==> config.mk <==
export PLATFORM = sky130hd
export DESIGN_NAME = peridot_config_proc_mb
export DESIGN_NICKNAME = d
export VERILOG_FILES = /design/src/rtl/peridot_config_proc_mb.sv
export SDC_FILE = /design/constraint.sdc
export NUM_CORES = 1
export LEC_CHECK = 0
export CAP_MARGIN = 5
export CORE_ASPECT_RATIO = 1.25
export CORE_UTILIZATION = 40
export DETAILED_ROUTE_END_ITERATION = 12
export PLACE_DENSITY = 0.66
export SLEW_MARGIN = 10
export SYNTH_ARGS = -nofsm -noshare
export SYNTH_HDL_FRONTEND = slang
export SYNTH_SLANG_ARGS = --single-unit
==> constraint.sdc <==
create_clock -name clock_sig -period 2.5 [get_ports clock_sig]
set_input_delay 0.25 -clock clock_sig [delete_from_list [all_inputs] [get_ports clock_sig]]
set_output_delay 0.25 -clock clock_sig [all_outputs]
set_load 0.02 [all_outputs]
==> src/rtl/peridot_config_proc_mb.sv <==
// peridot_config_proc_mb: configuration-layer protocol engine between the host
// byte stream and the packet layer. It strips escape sequences and multi-byte
// config commands from the host stream, commits each command atomically, and
// answers it with a status response. A stalled command is dropped on timeout.
//
// Optional feature macro: PERIDOT_CFGPROC_STATUS_EN appends a trailing status
// byte {timeout_sticky, cmd_count[6:0]} to every response.
//
// Handshake rule for every stream port: a beat transfers on a rising clock_sig
// edge where valid and ready are both high; valid never depends on ready.
//
// dbg_state encoding: 0 IDLE, 1 ESCAPE, 2 CONFDATA, 3 SENDRESP.
module peridot_config_proc_mb #(
  parameter logic [7:0] CMD_BYTE   = 8'h3A,
  parameter logic [7:0] ESC_BYTE   = 8'h3D,
  parameter logic [7:0] ESC_XOR    = 8'h20,
  parameter int         GPIO_BYTES = 1,
  parameter int         TIMEOUT    = 65535
) (
  input  logic                    clock_sig,
  input  logic                    reset_sig,
  output logic                    in_ready,
  input  logic                    in_valid,
  input  logic [7:0]              in_data,
  input  logic                    out_ready,
  output logic                    out_valid,
  output logic [7:0]              out_data,
  output logic                    pk_ready,
  input  logic                    pk_valid,
  input  logic [7:0]              pk_data,
  input  logic                    resp_ready,
  output logic                    resp_valid,
  output logic [7:0]              resp_data,
  output logic                    reset_request,
  output logic                    ft_si,
  output logic                    i2c_scl_o,
  input  logic                    i2c_scl_i,
  output logic                    i2c_sda_o,
  input  logic                    i2c_sda_i,
  input  logic                    ru_bootsel,
  output logic                    ru_nconfig,
  input  logic                    ru_nstatus,
  output logic [8*GPIO_BYTES-1:0] gpio_o,
  input  logic [8*GPIO_BYTES-1:0] gpio_i,
  output logic [1:0]              dbg_state
);

`ifdef PERIDOT_CFGPROC_STATUS_EN
  localparam int STAT_N = 1;
`else
  localparam int STAT_N = 0;
`endif
  localparam int         GW       = 8 * GPIO_BYTES;
  localparam int         RW       = 8 * (GPIO_BYTES + 1 + STAT_N);
  localparam logic [2:0] LAST_CFG = 3'(GPIO_BYTES);
  localparam logic [2:0] LAST_RSP = 3'(GPIO_BYTES + STAT_N);
  localparam logic [15:0] TMAX    = 16'(TIMEOUT);

  typedef enum logic [1:0] {IDLE = 2'd0, ESCAPE = 2'd1, CONFDATA = 2'd2, SENDRESP = 2'd3} state_t;

  state_t        state_q, state_d;
  logic [2:0]    idx_q, idx_d;
  logic [15:0]   tmr_q, tmr_d;
  logic [GW-1:0] shadow_q, shadow_d;
  logic          mode_q, mode_d;
  logic          nconfig_q, nconfig_d;
  logic          ft_q, ft_d;
  logic          scl_q, scl_d;
  logic          sda_q, sda_d;
  logic [GW-1:0] gpio_q, gpio_d;
  logic          bootsel_s_q, bootsel_s_d;
  logic          nstatus_s_q, nstatus_s_d;
  logic          scl_s_q, scl_s_d;
  logic          sda_s_q, sda_s_d;
  logic [GW-1:0] gpio_s_q, gpio_s_d;
`ifdef PERIDOT_CFGPROC_STATUS_EN
  logic [6:0]    cnt_q, cnt_d;
  logic          sticky_q, sticky_d;
`endif

  logic           out_ready_eff;
  logic [GW+7:0]  cfg_vec;
  logic [7:0]     resp_b0;
  logic [RW-1:0]  resp_vec;

  // Full command image: buffered bytes plus the byte arriving on the commit beat.
  assign cfg_vec = {in_data, shadow_q};
  assign resp_b0 = {2'b00, sda_s_q, scl_s_q, 1'b0, nstatus_s_q, nstatus_s_q, bootsel_s_q};
`ifdef PERIDOT_CFGPROC_STATUS_EN
  assign resp_vec = {sticky_q, cnt_q, gpio_s_q, resp_b0};
`else
  assign resp_vec = {gpio_s_q, resp_b0};
`endif

  assign out_ready_eff = mode_q ? out_ready : 1'b1;
  assign ru_nconfig    = mode_q ? 1'b1 : nconfig_q;
  assign reset_request = ~mode_q;
  assign ft_si         = ft_q;
  assign i2c_scl_o     = scl_q;
  assign i2c_sda_o     = sda_q;
  assign gpio_o        = gpio_q;
  assign dbg_state     = state_q;

  // Next-state and handshake decode for the protocol FSM.
  always_comb begin
    state_d     = state_q;
    idx_d       = idx_q;
    tmr_d       = tmr_q;
    shadow_d    = shadow_q;
    mode_d      = mode_q;
    nconfig_d   = nconfig_q;
    ft_d        = ft_q;
    scl_d       = scl_q;
    sda_d       = sda_q;
    gpio_d      = gpio_q;
    bootsel_s_d = bootsel_s_q;
    nstatus_s_d = nstatus_s_q;
    scl_s_d     = scl_s_q;
    sda_s_d     = sda_s_q;
    gpio_s_d    = gpio_s_q;
`ifdef PERIDOT_CFGPROC_STATUS_EN
    cnt_d       = cnt_q;
    sticky_d    = sticky_q;
`endif
    in_ready    = 1'b0;
    out_valid   = 1'b0;
    out_data    = in_data;
    pk_ready    = resp_ready;
    resp_valid  = pk_valid;
    resp_data   = pk_data;
    case (state_q)
      IDLE: begin
        if (in_valid && in_data == CMD_BYTE) begin
          in_ready = 1'b1;
          state_d  = CONFDATA;
          idx_d    = 3'd0;
          tmr_d    = 16'd0;
        end else if (in_valid && in_data == ESC_BYTE) begin
          in_ready = 1'b1;
          state_d  = ESCAPE;
        end else begin
          in_ready  = out_ready_eff;
          out_valid = in_valid & mode_q;
        end
      end
      ESCAPE: begin
        in_ready  = out_ready_eff;
        out_valid = in_valid & mode_q;
        out_data  = in_data ^ ESC_XOR;
        if (in_valid && out_ready_eff) state_d = IDLE;
      end
      CONFDATA: begin
        in_ready   = 1'b1;
        pk_ready   = 1'b0;
        resp_valid = 1'b0;
        resp_data  = 8'h00;
        if (in_valid) begin
          tmr_d = 16'd0;
          if (idx_q == LAST_CFG) begin
            nconfig_d   = cfg_vec[0];
            ft_d        = cfg_vec[1];
            mode_d      = cfg_vec[3];
            scl_d       = cfg_vec[4];
            sda_d       = cfg_vec[5];
            gpio_d      = cfg_vec[GW+7:8];
            bootsel_s_d = ru_bootsel;
            nstatus_s_d = ru_nstatus;
            scl_s_d     = i2c_scl_i;
            sda_s_d     = i2c_sda_i;
            gpio_s_d    = gpio_i;
            idx_d       = 3'd0;
            state_d     = SENDRESP;
`ifdef PERIDOT_CFGPROC_STATUS_EN
            if (cnt_q != 7'h7F) cnt_d = cnt_q + 7'd1;
`endif
          end else begin
            shadow_d[{idx_q, 3'b000} +: 8] = in_data;
            idx_d = idx_q + 3'd1;
          end
        end else if ((TIMEOUT != 0) && (tmr_q == TMAX)) begin
          shadow_d = '0;
          idx_d    = 3'd0;
          tmr_d    = 16'd0;
          state_d  = IDLE;
`ifdef PERIDOT_CFGPROC_STATUS_EN
          sticky_d = 1'b1;
`endif
        end else begin
          tmr_d = tmr_q + 16'd1;
        end
      end
      SENDRESP: begin
        resp_valid = 1'b1;
        pk_ready   = 1'b0;
        resp_data  = resp_vec[{idx_q, 3'b000} +: 8];
        if (resp_ready) begin
          if (idx_q == LAST_RSP) begin
            idx_d   = 3'd0;
            state_d = IDLE;
`ifdef PERIDOT_CFGPROC_STATUS_EN
            cnt_d    = 7'd0;
            sticky_d = 1'b0;
`endif
          end else begin
            idx_d = idx_q + 3'd1;
          end
        end
      end
      default: state_d = IDLE;
    endcase
  end

  // State, committed configuration and sampled status registers.
  always_ff @(posedge clock_sig or posedge reset_sig) begin
    if (reset_sig) begin
      state_q     <= IDLE;
      idx_q       <= 3'd0;
      tmr_q       <= 16'd0;
      shadow_q    <= '0;
      mode_q      <= 1'b1;
      nconfig_q   <= 1'b1;
      ft_q        <= 1'b0;
      scl_q       <= 1'b1;
      sda_q       <= 1'b1;
      gpio_q      <= '0;
      bootsel_s_q <= 1'b0;
      nstatus_s_q <= 1'b0;
      scl_s_q     <= 1'b1;
      sda_s_q     <= 1'b1;
      gpio_s_q    <= '0;
`ifdef PERIDOT_CFGPROC_STATUS_EN
      cnt_q       <= 7'd0;
      sticky_q    <= 1'b0;
`endif
    end else begin
      state_q     <= state_d;
      idx_q       <= idx_d;
      tmr_q       <= tmr_d;
      shadow_q    <= shadow_d;
      mode_q      <= mode_d;
      nconfig_q   <= nconfig_d;
      ft_q        <= ft_d;
      scl_q       <= scl_d;
      sda_q       <= sda_d;
      gpio_q      <= gpio_d;
      bootsel_s_q <= bootsel_s_d;
      nstatus_s_q <= nstatus_s_d;
      scl_s_q     <= scl_s_d;
      sda_s_q     <= sda_s_d;
      gpio_s_q    <= gpio_s_d;
`ifdef PERIDOT_CFGPROC_STATUS_EN
      cnt_q       <= cnt_d;
      sticky_q    <= sticky_d;
`endif
    end
  end

endmodule

# Word-level counts from Yosys, hierarchy flattened
# Index checks and enable logic that the tools add are counted.
[word_totals]
regBits = 54
in_bits = 34
output_inout_bits = 35
word_cells = 87
[classes]
add_sub_neg = 3
n_eq_ne = 15
shifts = 3
mux = 35
n_bitwise = 3
n_reduce_logical = 13
[ops]
columns = ["operator", "n"]
rows = [
  ["$mux 16", 3],
  ["$pmux 16 s2", 1],
  ["$mux 8", 3],
  ["$add 16x1->16 const B", 1],
  ["$eq 16x16->1 const B", 1],
  ["$eq 8x6->1 const B", 2],
  ["$mux 2", 8],
  ["$pmux 8 s2", 1],
  ["$shiftx 16x7->8", 1],
  ["$mux 3", 5],
  ["$ne 2x2->1 const B", 5],
  ["$ne 3x3->1 const B", 3],
  ["$pmux 3 s3", 1],
  ["$bwmux 8", 1],
  ["$neg 6->8", 1],
  ["$pmux 2 s4", 1],
  ["$shift 8x8->8 const A", 1],
  ["$shiftx 8x8->8", 1],
  ["$mux 1", 7],
  ["$mux 6", 1],
  ["$reduce_and 3->1", 2],
  ["$reduce_and 6->1", 1],
  ["$eq 2x2->1 const B", 2],
  ["$pmux 1 s2", 2],
  ["other kinds (13)", 17],
]

# Logic depth before layout (Yosys ltp)
[logic_depth]
ltp_word = 5
depth_mapped = 9
mapped_depth_nobuf = 8

# Worst setup path after synthesis
# OpenSTA, ideal clock, no wires.
[synth_timing]
kind = "reg-to-output"
start = "reg state_q[0] (netlist: dbg_state[0])"
end = "out out_valid"
arrival_time_ns = 2.079
t_required_ns = 2.250
setup_slack_ns = 0.171
path_stages_with_launch = 4
path_buffers = 1
cell_sequence = "dfrtp_1 clkbuf_1 inv_1 a2111oi_0"
[synth_between]
elab_chain_cells = 2
elab_cells_between_ends = 3
cone_classes = "1 x eq/ne; 1 x mux; 1 x reduce/logical"
[synth_lines]
columns = ["item", "line", "source"]
rows = [
  ["start, declared", "61", "state_t state_q, state_d;"],
  ["start signal, assigned", "236", "state_q <= state_d;"],
  ["$eq 2x1->1 or $logic_not 2->1 (tied branches)", "131", "case (state_q)"],
  ["$pmux 1 s2 (*)", "131", ""],
  ["end, declared", "26", "output logic out_valid,"],
]
# Mark *: on every way between the ends. The rest lies on a longest branch, timed or not.

# Final worst setup path
[layout_timing]
start = "reg state_q[1] (netlist: dbg_state[1])"
end = "out resp_data[3]"
[layout_between]
elab_chain_cells = 2
elab_cells_between_ends = 3
cone_classes = "2 x eq/ne; 1 x mux"
[layout_lines]
columns = ["item", "line", "source"]
rows = [
  ["$eq 2x2->1", "131", ""],
  ["$pmux 8 s2 (*)", "131", ""],
  ["end, declared", "33", "output logic [7:0] resp_data,"],
]
# Marked as above.

==> run summary <==
Outcome
• finished clean — outcome

Place
• 68 — number of buffer cells added on primary ports
• 0.00357 sq mm — Placed Area
• 418 — number of instances in the placed design
• 4.59 mm — HPWL after DPL
• 0.733 — Final Wtd Congestion

Final layout
• sky130_fd_sc_hd__clkdlybuf4s50_1 (66), sky130_fd_sc_hd__dfrtp_1 (44), sky130_fd_sc_hd__mux2_2 (25) — commonest non-fill, non-tap cells in the layout
• 377 — count of nets after finishing
• 0.00366 sq mm — post-layout instance area
• sky130_fd_sc_hd__clkdlybuf4s50_1 — commonest non-fill, non-tap cell in the layout
• 21.8% — fraction of layout instances using a drive strength above 1
• 426 — post-route non-filler standard cell count
• 584 — filler cell count in the final layout
• 55.7% — final cell utilization of the core
• 34.6% — relative area change from synthesis to final layout
• 0 — total inserted antenna cells

Logic synthesis
• 0 — Warnings, synthesis
• 100% — async set-reset flop share out of synthesis
• 0 — number of enable flip-flop cells after synthesis
• sky130_fd_sc_hd__dfrtp_1 — Synth area leader
• 46 — Netlist cell types
• sky130_fd_sc_hd__dfrtp_1 — Top FF cell, synth
• 41.4% — share of Yosys cell area claimed by the top area cell type
• sky130_fd_sc_hd__dfrtp_1 (41%), sky130_fd_sc_hd__mux2_2 (10%), sky130_fd_sc_hd__dfstp_2 (5.8%), sky130_fd_sc_hd__xor2_1 (3.9%), sky130_fd_sc_hd__nor2_1 (3.3%) — top area cells in the synthesized netlist
• 51 — register bit count reported by yosys
• 297 — net count after synthesis
• 47.2% — share of synthesized area occupied by flip-flops and latches
• 10.5 sq um — Mapped Avg Cell Area
• 0.00272 sq mm — total standard cell area after synthesis
• 258 — gate count after technology mapping

CTS
• 0 — hold bufs inserted after CTS
• 2 — CTS max path bufs
• 0.31 ns — latest clock arrival within the worst-skew pair
• 51 — CTS sink cnt
• 5 — number of buffers created by CTS
• 2 — maximum level of the CTS H-tree
• sky130_fd_sc_hd__clkbuf_8 — buffer cell driving the clock tree root
• 0.09 ns — Clk pin slew, worst setup/hold paths
• done — CTS tree

Worst setup path
• 13 — worst-path maximum fanout
• output pin — critical path capture point type
• 2.02 ns — arrival time reported for the critical path endpoint
• nand2_1, nor3_1, nand3_1, o21ai_0, clkdlybuf4s50_1 — crit path cell chain
• 0.63 ns — largest stage delay on the critical path
• 2.25 ns — required time of the worst setup path
• flop to output pin — category of the most critical setup path
• sky130_fd_sc_hd__clkdlybuf4s50_1 — Crit-path slowest cell
• flop — kind of start point of the critical path

Global route
• 9.93 mm — global-route wire length before repair
• 0 — number of antenna violations at the first check in global routing
• 0 — grt total ovfl
• 2085 — number of global-route vias before repair
• 18.7% — combined global-route utilization of all metal layers
• 26 — maximum number of pins on one net before global-route repair

Drt
• 0 — count of antenna-violating nets left after detailed routing
• 5.06 — via density per instance
• 2155 — via count
• 6.05 mm — final wirelength
• 14.2 microns — WL/cell
• 0 — DR DRC count
• 89 — violation count after the first detailed-routing iteration
• 4 — count of TritonRoute iterations in the first routing pass

Floorplan
• 0.00713 sq mm — die outline area
• 94.2 microns — Die Y
• 41.4% — initial standard-cell utilization of the core
• 33 — standard-cell rows
• 69 — boundary pin count
• 0.00657 sq mm — total core area
• 75.7 microns — die extent in x

Timing
• 2.27 ns — final critical path time including I/O delays and setup
• no — setup repair after global routing missed its margin
• 0.527 ns — slew at the pin closest to its max-slew limit
• 0 — Final setup viols
• 0 ns — Fin Setup TNS
• 0 — endpoints failing hold
• 64.8% — Relative slew margins
• 0 — number of pins with negative max-slew slack in the final report
• 0.0104 ns — maximum clock skew at final layout
• 0.441 GHz — max frequency
• 90.6% — final worst-path cycle share

Pwr
• 493 mW/mm^2 — Power per Cell Area
• 1.80 mW — overall power consumption
• 0.000254 V — Peak VDD IR
• 1.65 nW — Leak Pwr

Hold path
• primary input to async pin — type of the tightest min-delay check

Flow run
• 0 — count of max-cap constraint violations

[flip-flops by register name, indices dropped and copies added (netlist names)]
signal       flops
sda_s_q          1
idx_q            3
gpio_s_q         8
ft_si            1
nstatus_s_q      1
i2c_sda_o        1
bootsel_s_q      1
scl_s_q          1
gpio_o           8
i2c_scl_o        1
nconfig_q        1
shadow_q         5
tmr_q           16
dbg_state        2
mode_q           1
[power by group]
part / internal [mW] / total, mW / switching (mW)
logic: 0.202 / 0.398 / 0.196
registers: 0.874 / 0.922 / 0.0484
clock network: 0.195 / 0.482 / 0.287
[cell type report]
class	instances	area [sq um]	area share, %
repair buffers	89	840	22.9
inverters	17	63.8	1.74
well taps	87	109	2.97
flip-flops and latches	51	1280	35.1
clock buffers	5	68.8	1.88
multi-input cells	174	1270	34.8
clock inverters	3	20.0	0.547
[synthesized netlist by cell type (all sizes together) (3+ instances only)]
library cell  count
inv              17
o22ai             5
clkbuf            4
nand4            10
nand2b            3
nor2             25
a22o              4
o21ai            13
or2               3
buf              12
nor3              3
mux2i             3
o31ai             4
mux2             25
nand3            12
nand2            15
and3              4
dfrtp            45
xor2             12
a21oi             4
dfstp             6
ha                5
nor2b             3
xnor2             3
[critical path: cells and delay by family, from the launching register on]
kind            cells  cell delay (ns)
flops               1             0.48
simple gates        3             0.51
compound gates      1             0.08
buf+inv             1             0.63
[cell families (layout without fill, tap and decap cells)]
logic type	after synthesis	in the layout	synth area share, %
buffers and inverters	33	114	5.94
AND/OR/NAND/NOR	85	85	16.6
multiplexers	28	28	11.5
AO/OA/AOI/OAI	41	41	11.7
XOR/XNOR	15	15	4.83
adder cells (fa/ha/maj)	5	5	2.30
flip-flops	51	51	47.2
[final timing paths]
path                               from      endpoint  slack (ns)  cells past startpoint
hold reg to reg             nstatus_s_q   nstatus_s_q        0.51                      1
setup / recovery           dbg_state[1]  resp_data[3]        0.23                      5
hold / removal                reset_sig     gpio_o[6]        0.29                      2
setup reg to reg               idx_q[0]   shadow_q[3]        0.39                      7
max in group asynchronous     reset_sig     i2c_scl_o        1.55                      3
min in group clock_sig      nstatus_s_q   nstatus_s_q        0.51                      1
[timing repair]
item | 4_1_cts | 5_1_grt
setup endpoints to repair | 1 | 4
gates resized for setup | 1 | 2
buffers inserted | 0 | 0
cloned | 0 | 0
[layer usage]
layer	GRT usage (%)	routed length, microns
met1	22.1	2520
met3	3.33	294
met2	33.5	3160
met4	5.56	73
met5	0	0
[metrics by stage]
step                      worst slack, ns  hold WS [ns]
final                               0.235         0.293
after floorplan                     0.171         0.383
after global routing              0.00215         0.329
after global placement            -0.0191         0.483
after CTS                         0.00700         0.311
after detailed placement          -0.0528         0.492
Note: power is estimated with default switching activity, not from simulation.
